[src/rtl/reg_file_param_if.sv]
// Bus bundle for reg_file_param: write port, two read ports, sweep control and status.
interface reg_file_param_if #(
  parameter int DATA_W = 8,
  parameter int ADDR_W = 3
);
  logic [DATA_W-1:0] IN;
  logic [ADDR_W-1:0] INADDRESS;
  logic              WRITE;
  logic [ADDR_W-1:0] OUT1ADDRESS;
  logic [ADDR_W-1:0] OUT2ADDRESS;
  logic              CLEAR;
  logic [DATA_W-1:0] OUT1;
  logic [DATA_W-1:0] OUT2;
  logic              BUSY;
  logic              DROPPED;

  modport master (
    output IN, INADDRESS, WRITE, OUT1ADDRESS, OUT2ADDRESS, CLEAR,
    input  OUT1, OUT2, BUSY, DROPPED
  );

  modport slave (
    input  IN, INADDRESS, WRITE, OUT1ADDRESS, OUT2ADDRESS, CLEAR,
    output OUT1, OUT2, BUSY, DROPPED
  );
endinterface

[src/rtl/reg_file_param.sv]
// Parameterised register file: one write port with same-cycle bypass, two async read ports,
// optional hard-wired zero register and a DEPTH-cycle sequential clear sweep.
module reg_file_param #(
  parameter int DATA_W   = 8,
  parameter int ADDR_W   = 3,
  parameter int ZERO_REG = 0
) (
  input  logic             CLK,
  input  logic             RESET,
  reg_file_param_if.slave  bus
);
  localparam int DEPTH = 2 ** ADDR_W;

  typedef enum logic {IDLE = 1'b0, SWEEP = 1'b1} state_t;

  state_t            r_state;
  state_t            w_next_state;
  logic [DATA_W-1:0] r_mem [DEPTH];
  logic [ADDR_W-1:0] r_ptr;
  logic              r_busy;
  logic              r_dropped;
  logic              w_do_write;
  logic              w_drop;
  logic              w_ptr_last;
  logic              w_bypass_en;
  logic [DATA_W-1:0] w_out1;
  logic [DATA_W-1:0] w_out2;

  assign w_ptr_last  = (r_ptr == {ADDR_W{1'b1}});
  assign w_bypass_en = (r_state == IDLE) && bus.WRITE;

  // Read mux: zero register wins over bypass, bypass wins over stored data.
  function automatic logic [DATA_W-1:0] read_port(
    input logic [ADDR_W-1:0] addr,
    input logic [DATA_W-1:0] stored,
    input logic              bypass_en,
    input logic [ADDR_W-1:0] waddr,
    input logic [DATA_W-1:0] wdata
  );
    if ((ZERO_REG != 0) && (addr == '0)) begin
      return '0;
    end else if (bypass_en && (waddr == addr)) begin
      return wdata;
    end else begin
      return stored;
    end
  endfunction

  always_comb begin
    w_next_state = r_state;
    w_do_write   = 1'b0;
    w_drop       = 1'b0;
    case (r_state)
      IDLE: begin
        if (bus.CLEAR) begin
          w_next_state = SWEEP;
          w_drop       = bus.WRITE;
        end else begin
          w_do_write = bus.WRITE && !((ZERO_REG != 0) && (bus.INADDRESS == '0));
        end
      end
      SWEEP: begin
        w_drop = bus.WRITE;
        if (w_ptr_last) begin
          w_next_state = IDLE;
        end else begin
          w_next_state = SWEEP;
        end
      end
      default: w_next_state = IDLE;
    endcase
  end

  // The pointer runs only in SWEEP and wraps back to zero on the last cleared entry.
  always_ff @(posedge CLK) begin
    if (!RESET) begin
      r_state   <= IDLE;
      r_ptr     <= '0;
      r_busy    <= 1'b0;
      r_dropped <= 1'b0;
    end else begin
      r_state   <= w_next_state;
      r_busy    <= (w_next_state == SWEEP);
      r_dropped <= w_drop;
      if (r_state == SWEEP) begin
        r_ptr <= r_ptr + 1'b1;
      end else begin
        r_ptr <= '0;
      end
    end
  end

  always_ff @(posedge CLK) begin
    if (!RESET) begin
      for (int i = 0; i < DEPTH; i++) begin
        r_mem[i] <= '0;
      end
    end else if (r_state == SWEEP) begin
      r_mem[r_ptr] <= '0;
    end else if (w_do_write) begin
      r_mem[bus.INADDRESS] <= bus.IN;
    end
  end

  assign w_out1 = read_port(bus.OUT1ADDRESS, r_mem[bus.OUT1ADDRESS], w_bypass_en,
                            bus.INADDRESS, bus.IN);
  assign w_out2 = read_port(bus.OUT2ADDRESS, r_mem[bus.OUT2ADDRESS], w_bypass_en,
                            bus.INADDRESS, bus.IN);

  assign bus.OUT1    = w_out1;
  assign bus.OUT2    = w_out2;
  assign bus.BUSY    = r_busy;
  assign bus.DROPPED = r_dropped;
endmodule

[src/flat_wrapper.sv]
// flat-port wrapper written by rule: the top's interface ports become plain ports
module reg_file_param_flat 
#(
  parameter int DATA_W   = 8,
  parameter int ADDR_W   = 3,
  parameter int ZERO_REG = 0
)
  (CLK, RESET, bus_IN, bus_INADDRESS, bus_WRITE, bus_OUT1ADDRESS, bus_OUT2ADDRESS, bus_CLEAR, bus_OUT1, bus_OUT2, bus_BUSY, bus_DROPPED);
  reg_file_param_if #(.DATA_W(DATA_W), .ADDR_W(ADDR_W)) bus_i ();
  input  logic CLK;
  input  logic RESET;
  input wire logic [$bits(bus_i.IN)-1:0] bus_IN;
  input wire logic [$bits(bus_i.INADDRESS)-1:0] bus_INADDRESS;
  input wire logic [$bits(bus_i.WRITE)-1:0] bus_WRITE;
  input wire logic [$bits(bus_i.OUT1ADDRESS)-1:0] bus_OUT1ADDRESS;
  input wire logic [$bits(bus_i.OUT2ADDRESS)-1:0] bus_OUT2ADDRESS;
  input wire logic [$bits(bus_i.CLEAR)-1:0] bus_CLEAR;
  output wire logic [$bits(bus_i.OUT1)-1:0] bus_OUT1;
  output wire logic [$bits(bus_i.OUT2)-1:0] bus_OUT2;
  output wire logic [$bits(bus_i.BUSY)-1:0] bus_BUSY;
  output wire logic [$bits(bus_i.DROPPED)-1:0] bus_DROPPED;
  assign bus_i.IN = bus_IN;
  assign bus_i.INADDRESS = bus_INADDRESS;
  assign bus_i.WRITE = bus_WRITE;
  assign bus_i.OUT1ADDRESS = bus_OUT1ADDRESS;
  assign bus_i.OUT2ADDRESS = bus_OUT2ADDRESS;
  assign bus_i.CLEAR = bus_CLEAR;
  assign bus_OUT1 = bus_i.OUT1;
  assign bus_OUT2 = bus_i.OUT2;
  assign bus_BUSY = bus_i.BUSY;
  assign bus_DROPPED = bus_i.DROPPED;
  reg_file_param #(.DATA_W(DATA_W), .ADDR_W(ADDR_W), .ZERO_REG(ZERO_REG)) u_core (.CLK(CLK), .RESET(RESET), .bus(bus_i));
endmodule
[config.mk]
export PLATFORM = sky130hd
export DESIGN_NAME = reg_file_param_flat
export DESIGN_NICKNAME = d
export VERILOG_FILES = /design/src/rtl/reg_file_param_if.sv /design/src/rtl/reg_file_param.sv /design/src/flat_wrapper.sv
export SDC_FILE = /design/constraint.sdc
export NUM_CORES = 1
export LEC_CHECK = 0
export ABC_AREA = 1
export ABC_CLOCK_PERIOD_IN_PS = 2100
export CAP_MARGIN = 20
export CELL_PAD_IN_SITES_DETAIL_PLACEMENT = 0
export CELL_PAD_IN_SITES_GLOBAL_PLACEMENT = 1
export CORE_MARGIN = 5
export CORE_UTILIZATION = 43
export DETAILED_ROUTE_END_ITERATION = 12
export GPL_ROUTABILITY_DRIVEN = 0
export GPL_TIMING_DRIVEN = 0
export PLACE_DENSITY_LB_ADDON = 0.1
export SYNTH_ARGS = -nofsm -noshare
export SYNTH_HDL_FRONTEND = slang
export SYNTH_SLANG_ARGS = --single-unit
[constraint.sdc]
create_clock -name CLK -period 2.1 [get_ports CLK]
set_input_delay 0.42 -clock CLK [delete_from_list [all_inputs] [get_ports CLK]]
set_output_delay 0.42 -clock CLK [all_outputs]
set_load 0.01 [all_outputs]
* Word-level counts from Yosys, hierarchy flattened
Memory sizes are Yosys's and may differ from the RTL's.
Cells that the tools add are included.
** Storage, ports and cells
- Register bits :: 5
- Bits in writable memories :: 64
- Bits of input ports :: 21
- Logic and storage cells :: 38
- Memories kept :: 1
** Cells by class
- Add/sub/neg operators :: 1
- Equal/unequal tests :: 3
- Multiplexer cells :: 23
- Bitwise operators :: 1
- Reduce and logical (&&, ||, !) cells :: 6
** Memory list
- u_core.r_mem :: depth 8, width 8, read ports 2, clocked after memory_dff 0, write ports 8, RTL line reg_file_param.sv:18 : logic [DATA_W-1:0] r_mem [DEPTH];
** Operators by type and width (number)
- two-way mux 8 bit :: 4
- OR reduction 8 bit :: 2
- two-way mux 1 bit :: 15
- == test 3 bit :: 2
- two-way mux 3 bit :: 2
- one-hot mux 1 bit (2 select lines) :: 2
- adder 3 x 1 -> 3 bit (second input constant) :: 1
- == test 3 bit (second input constant) :: 1
- logical AND 1 bit :: 3
- AND reduction 2 bit :: 1
- NOT 1 bit :: 1

* Longest topological paths before layout
- Word-level depth :: 8
- Depth in mapped cells :: 9

* Least setup slack after synthesis
No wires, ideal clock.
- Path type :: input port to output port
- From :: input bus_OUT1ADDRESS[1]
- To :: output bus_OUT1[0]
- Arrival :: 1307 ps
- Required time :: 1680 ps
- Path slack :: 373 ps
- Stages on the path :: 9
- Path buffers :: 1
- Cell sequence :: buf_4 > clkinv_1 > nand2_1 > nand2_1 > nor2_1 > nand2_2 > inv_2 > nand2_1 > nand2_1
** On the way
- Cells in the longest elaborated chain, start to end :: 3
- Elaborated cells on any way between the ends :: 4
- Those cells by class :: 1 x eq/ne; 1 x mux; 1 x reduce/logical; 1 x memory
** RTL lines
- start, declared :: RTL line flat_wrapper.sv:15 : input wire logic [$bits(bus_i.OUT1ADDRESS)-1:0] bus_OUT1ADDRESS;
- branches (longest 2 deep; another with memory read (8 x 8 bit))
- two-way mux 8 bit (*) :: RTL line reg_file_param.sv:42 : end else if (bypass_en && (waddr == addr)) begin
- end, declared :: RTL line flat_wrapper.sv:18 : output wire logic [$bits(bus_i.OUT1)-1:0] bus_OUT1;
Mark *: on every way between the ends.

* Worst setup path after layout
- From :: register u_core.r_state
- To :: output bus_OUT2[1]
** On the way
- Cells in the longest elaborated chain, start to end :: 4
** RTL lines
- start, declared :: RTL line reg_file_param.sv:16 : state_t r_state;
- start signal, assigned :: RTL line reg_file_param.sv:82 : r_state <= w_next_state;
- NOT 1 bit :: RTL line reg_file_param.sv:30 : assign w_bypass_en = (r_state == IDLE) && bus.WRITE;
- logical AND 1 bit :: RTL line reg_file_param.sv:30
- logical AND 1 bit :: RTL line reg_file_param.sv:42
- two-way mux 8 bit :: RTL line reg_file_param.sv:42
- end, declared :: RTL line flat_wrapper.sv:19 : output wire logic [$bits(bus_i.OUT2)-1:0] bus_OUT2;
Every way passes these cells.

==> out/results.ini <==
[status]
status = finished, final reports clean

[timing]
final.setup.tns_ns = 0
hold_violations = 0
worst_hold_slack_ns = 0.430
drv_slew = 0
rsz0062_at_grt = false
setup-violations-final = 0
tightest_slew_ns = 0.486
min_period_over_period_pct = 96.4
fmax_mhz = 494
fin_crit_ns = 2.02
fin_skew_ns = 0.00652
relSlewSlack_pct = 67.5

[drt]
drtIter0Drc = 305
viasPerCell = 5.27
ant_nets = 0
wl_um = 14100
num_vias = 4129
drc = 0
drt-pass1-iter-count = 5
routedWlPerCell_um = 18.0

[global_route]
gr-total-overflow = 0
grt_busiest_layer = met2
grt_use_met3_pct = 4.42
met1_usage_pct = 28.7
grt_pass1_wl_um = 22200
grt_pass1_vias = 4122
antenna_found_initial = 0
grt_max_degree = 13
grt_usage_pct = 23.3
grt_util_met2_pct = 39.2

[hold_path]
hold_end = u_core.bus.DROPPED$_SDFF_PN0_
min_from = bus_WRITE
holdPathStages = 3
hold_path.class = in -> reg

[synthesis]
yosys.area_share.simple_pct = 43.2
muxShareOfSynthArea_pct = 0
ys_seq_elements = 69
synth_compound_area_share_pct = 0.770
avgSynthCellArea_sq_um = 7.36
synth-adder-area-share_pct = 0.570
seq_area_frac_synth_pct = 46.1
netlist_area_sq_mm = 0.00439
synth_xor_area_share_pct = 0
synth_nets = 619
synth_cell_types = 20
yosys_warnings = 0
synth_top_family_by_area = simple AND/OR/NAND/NOR gates
syn_inst = 596

[setup_path]
rr_endpoint = u_core.r_mem[4][5]$_SDFFCE_PN0P_
reg2reg_slack_ns = 0.10
reg2reg_depth = 6
cp-end-kind = primary output
required_ns = 1.68
regToRegStartpoint = u_core.r_state$_SDFF_PN0_
worstPathMaxFanout = 4
cp.arrival_ns = 1.60
critPathLaunchType = flip-flop
setup.worst_path.class = reg -> out

[layout]
finish.instance_area_sq_mm = 0.00520
antenna-diode-count = 0
finish.utilization_pct = 52.7
drive_above_1_share_pct = 18.0
fillers = 957
fin_nets = 669
fin_cells = 784
area.growth.synth_to_final_pct = 18.5

[power_and_ir_drop]
swShare_pct = 29.5
seqPwrFrac_pct = 48.0
p_clk_share_pct = 32.7
p_switching_uw = 964
p_per_area_mw_per_mm2 = 629
peakVddDrop_uv = 256
pwr-share-comb_pct = 19.3
cellInternalPower_mw = 2.30
leakagePower_nw = 2.44

[cts]
ctsHoldBuffers = 0
clkTransAtPathRegs_ns = 0.07
cts_root_buf = clkbuf_8
clock_latency_ns = 0.36
numCtsBuffers = 9
clock_tree.htree_level_count = 3
cts_buffer_depth = 2
clock-sinks = 69
cts_tree = built

[die]
dieHeight_um = 111
rows = 36
core_area_sq_mm = 0.00986
die_w_um = 111
start_util_pct = 44.5
io_pins = 39
dieArea_sq_mm = 0.0123

[run]
drv_cap = 0

[place]
postPlaceCellArea_sq_mm = 0.00488
numPortBuffers = 32
dp_hpwl_um = 10200
dp_cells = 761

worst max-delay path, stage by stage, from the launching register on:
cell             delay (ns)
dfxtp_4                0.36
nor2_4                 0.09
nand2_1                0.08
nor2_2                 0.12
nand2_4                0.11
buf_6                  0.15
nand3_1                0.07
nand2_1                0.05
clkdlybuf4s15_2        0.22
area by class of cell:
type | instances | area, sq um | share of cell area (%)
inverters | 81 | 328 | 6.30
flip-flops and latches | 69 | 2030 | 39.0
plain buffers | 23 | 163 | 3.13
repair buffers | 39 | 319 | 6.14
clock buffers | 9 | 124 | 2.38
clock inverters | 7 | 66.3 | 1.28
well taps | 133 | 166 | 3.20
multi-input cells | 423 | 2010 | 38.6
cell usage after synthesis:
master / n / share of area (%)
a21boi_4: 1 / 0.43
a21oi_1: 2 / 0.23
buf_1: 2 / 0.17
buf_2: 10 / 1.1
buf_4: 2 / 0.34
clkbuf_1: 9 / 0.77
clkinv_1: 3 / 0.26
dfxtp_1: 5 / 2.3
edfxtp_1: 64 / 44
ha_1: 2 / 0.57
inv_1: 73 / 6.2
inv_2: 5 / 0.43
nand2_1: 199 / 17
nand2_2: 8 / 1.1
nand2_4: 13 / 3.3
nand3_1: 116 / 13
nor2_1: 74 / 6.3
nor2_4: 5 / 1.3
nor2_8: 2 / 0.91
o21ai_0: 1 / 0.11
layer usage:
metal  part of all wire [%]  wire (um)
met1                     40       5680
met5                      0          0
met3                    8.0       1130
met4                    4.0        562
met2                     48       6730
power by group through the flow:
| stage | clock network (mW) | logic, mW | registers, mW |
|---|---|---|---|
| 2_1_floorplan | 0 | 0.367 | 1.60 |
| 3_3_place_gp | 0 | 0.611 | 1.60 |
| 3_5_place_dp | 0 | 0.617 | 1.60 |
| 4_1_cts | 1.07 | 0.621 | 1.57 |
| 5_1_grt | 1.14 | 0.691 | 1.57 |
| 6_report | 1.07 | 0.630 | 1.57 |
registers in the layout (all words and copies together), names as in the netlist:
signal	count
u_core.r_state	1
u_core.bus.DROPPED	1
u_core.r_mem	64
u_core.r_ptr	3
worst max-delay path by stage:
stage                               from                          endpoint  slack [ns]  depth (start not counted)
6_report       u_core.r_state$_SDFF_PN0_                       bus_OUT2[1]        0.08                          8
5_1_grt        u_core.r_state$_SDFF_PN0_                       bus_OUT2[7]      0.0005                          8
4_1_cts                            RESET  u_core.r_mem[2][0]$_SDFFCE_PN0P_     -0.0004                          7
3_5_place_dp                   bus_WRITE                       bus_OUT2[2]       -0.82                         10
3_3_place_gp                   bus_WRITE                       bus_OUT2[2]       -0.82                         10
2_1_floorplan         bus_OUT1ADDRESS[1]                       bus_OUT1[0]        0.37                          9
cell usage in the layout (no fill, tap or decap), types with 2 or more instances in the layout:
cell	count
nor2_8	2
clkinvlp_4	2
clkinv_4	2
nand2_1	190
clkbuf_8	9
inv_4	2
buf_2	15
nand3_1	116
buf_4	8
clkdlybuf4s50_1	12
nor2_4	6
nor2_1	70
inv_1	70
inv_2	5
clkdlybuf4s15_1	2
clkinv_1	2
clkinv_2	2
nand2_2	15
clkbuf_2	11
dfxtp_1	4
edfxtp_1	64
buf_6	8
clkbuf_4	4
nand2_4	15
nor2_2	3
ha_1	2
stage by stage:
stage               setup slack, ns  total power [mW]
global placement             -0.825              2.21
CTS                       -0.000390              3.26
finish                       0.0763              3.27
floorplan                     0.373              1.96
detailed placement           -0.821              2.22
global route               0.000496              3.40
cells by family after synthesis:
| group | count (synthesis) |
|---|---|
| adders and majority gates | 2 |
| buffers and inverters | 104 |
| DFF | 69 |
| AOI/OAI and AO/OA | 4 |
| and+or+nand+nor | 417 |
repair_timing:
action	CTS	global route
gates resized for setup	100	37
setup buffers	8	0
endpoints found under the setup margin	32	67
pin swaps	8	5
(Power assumes the default switching activity.)
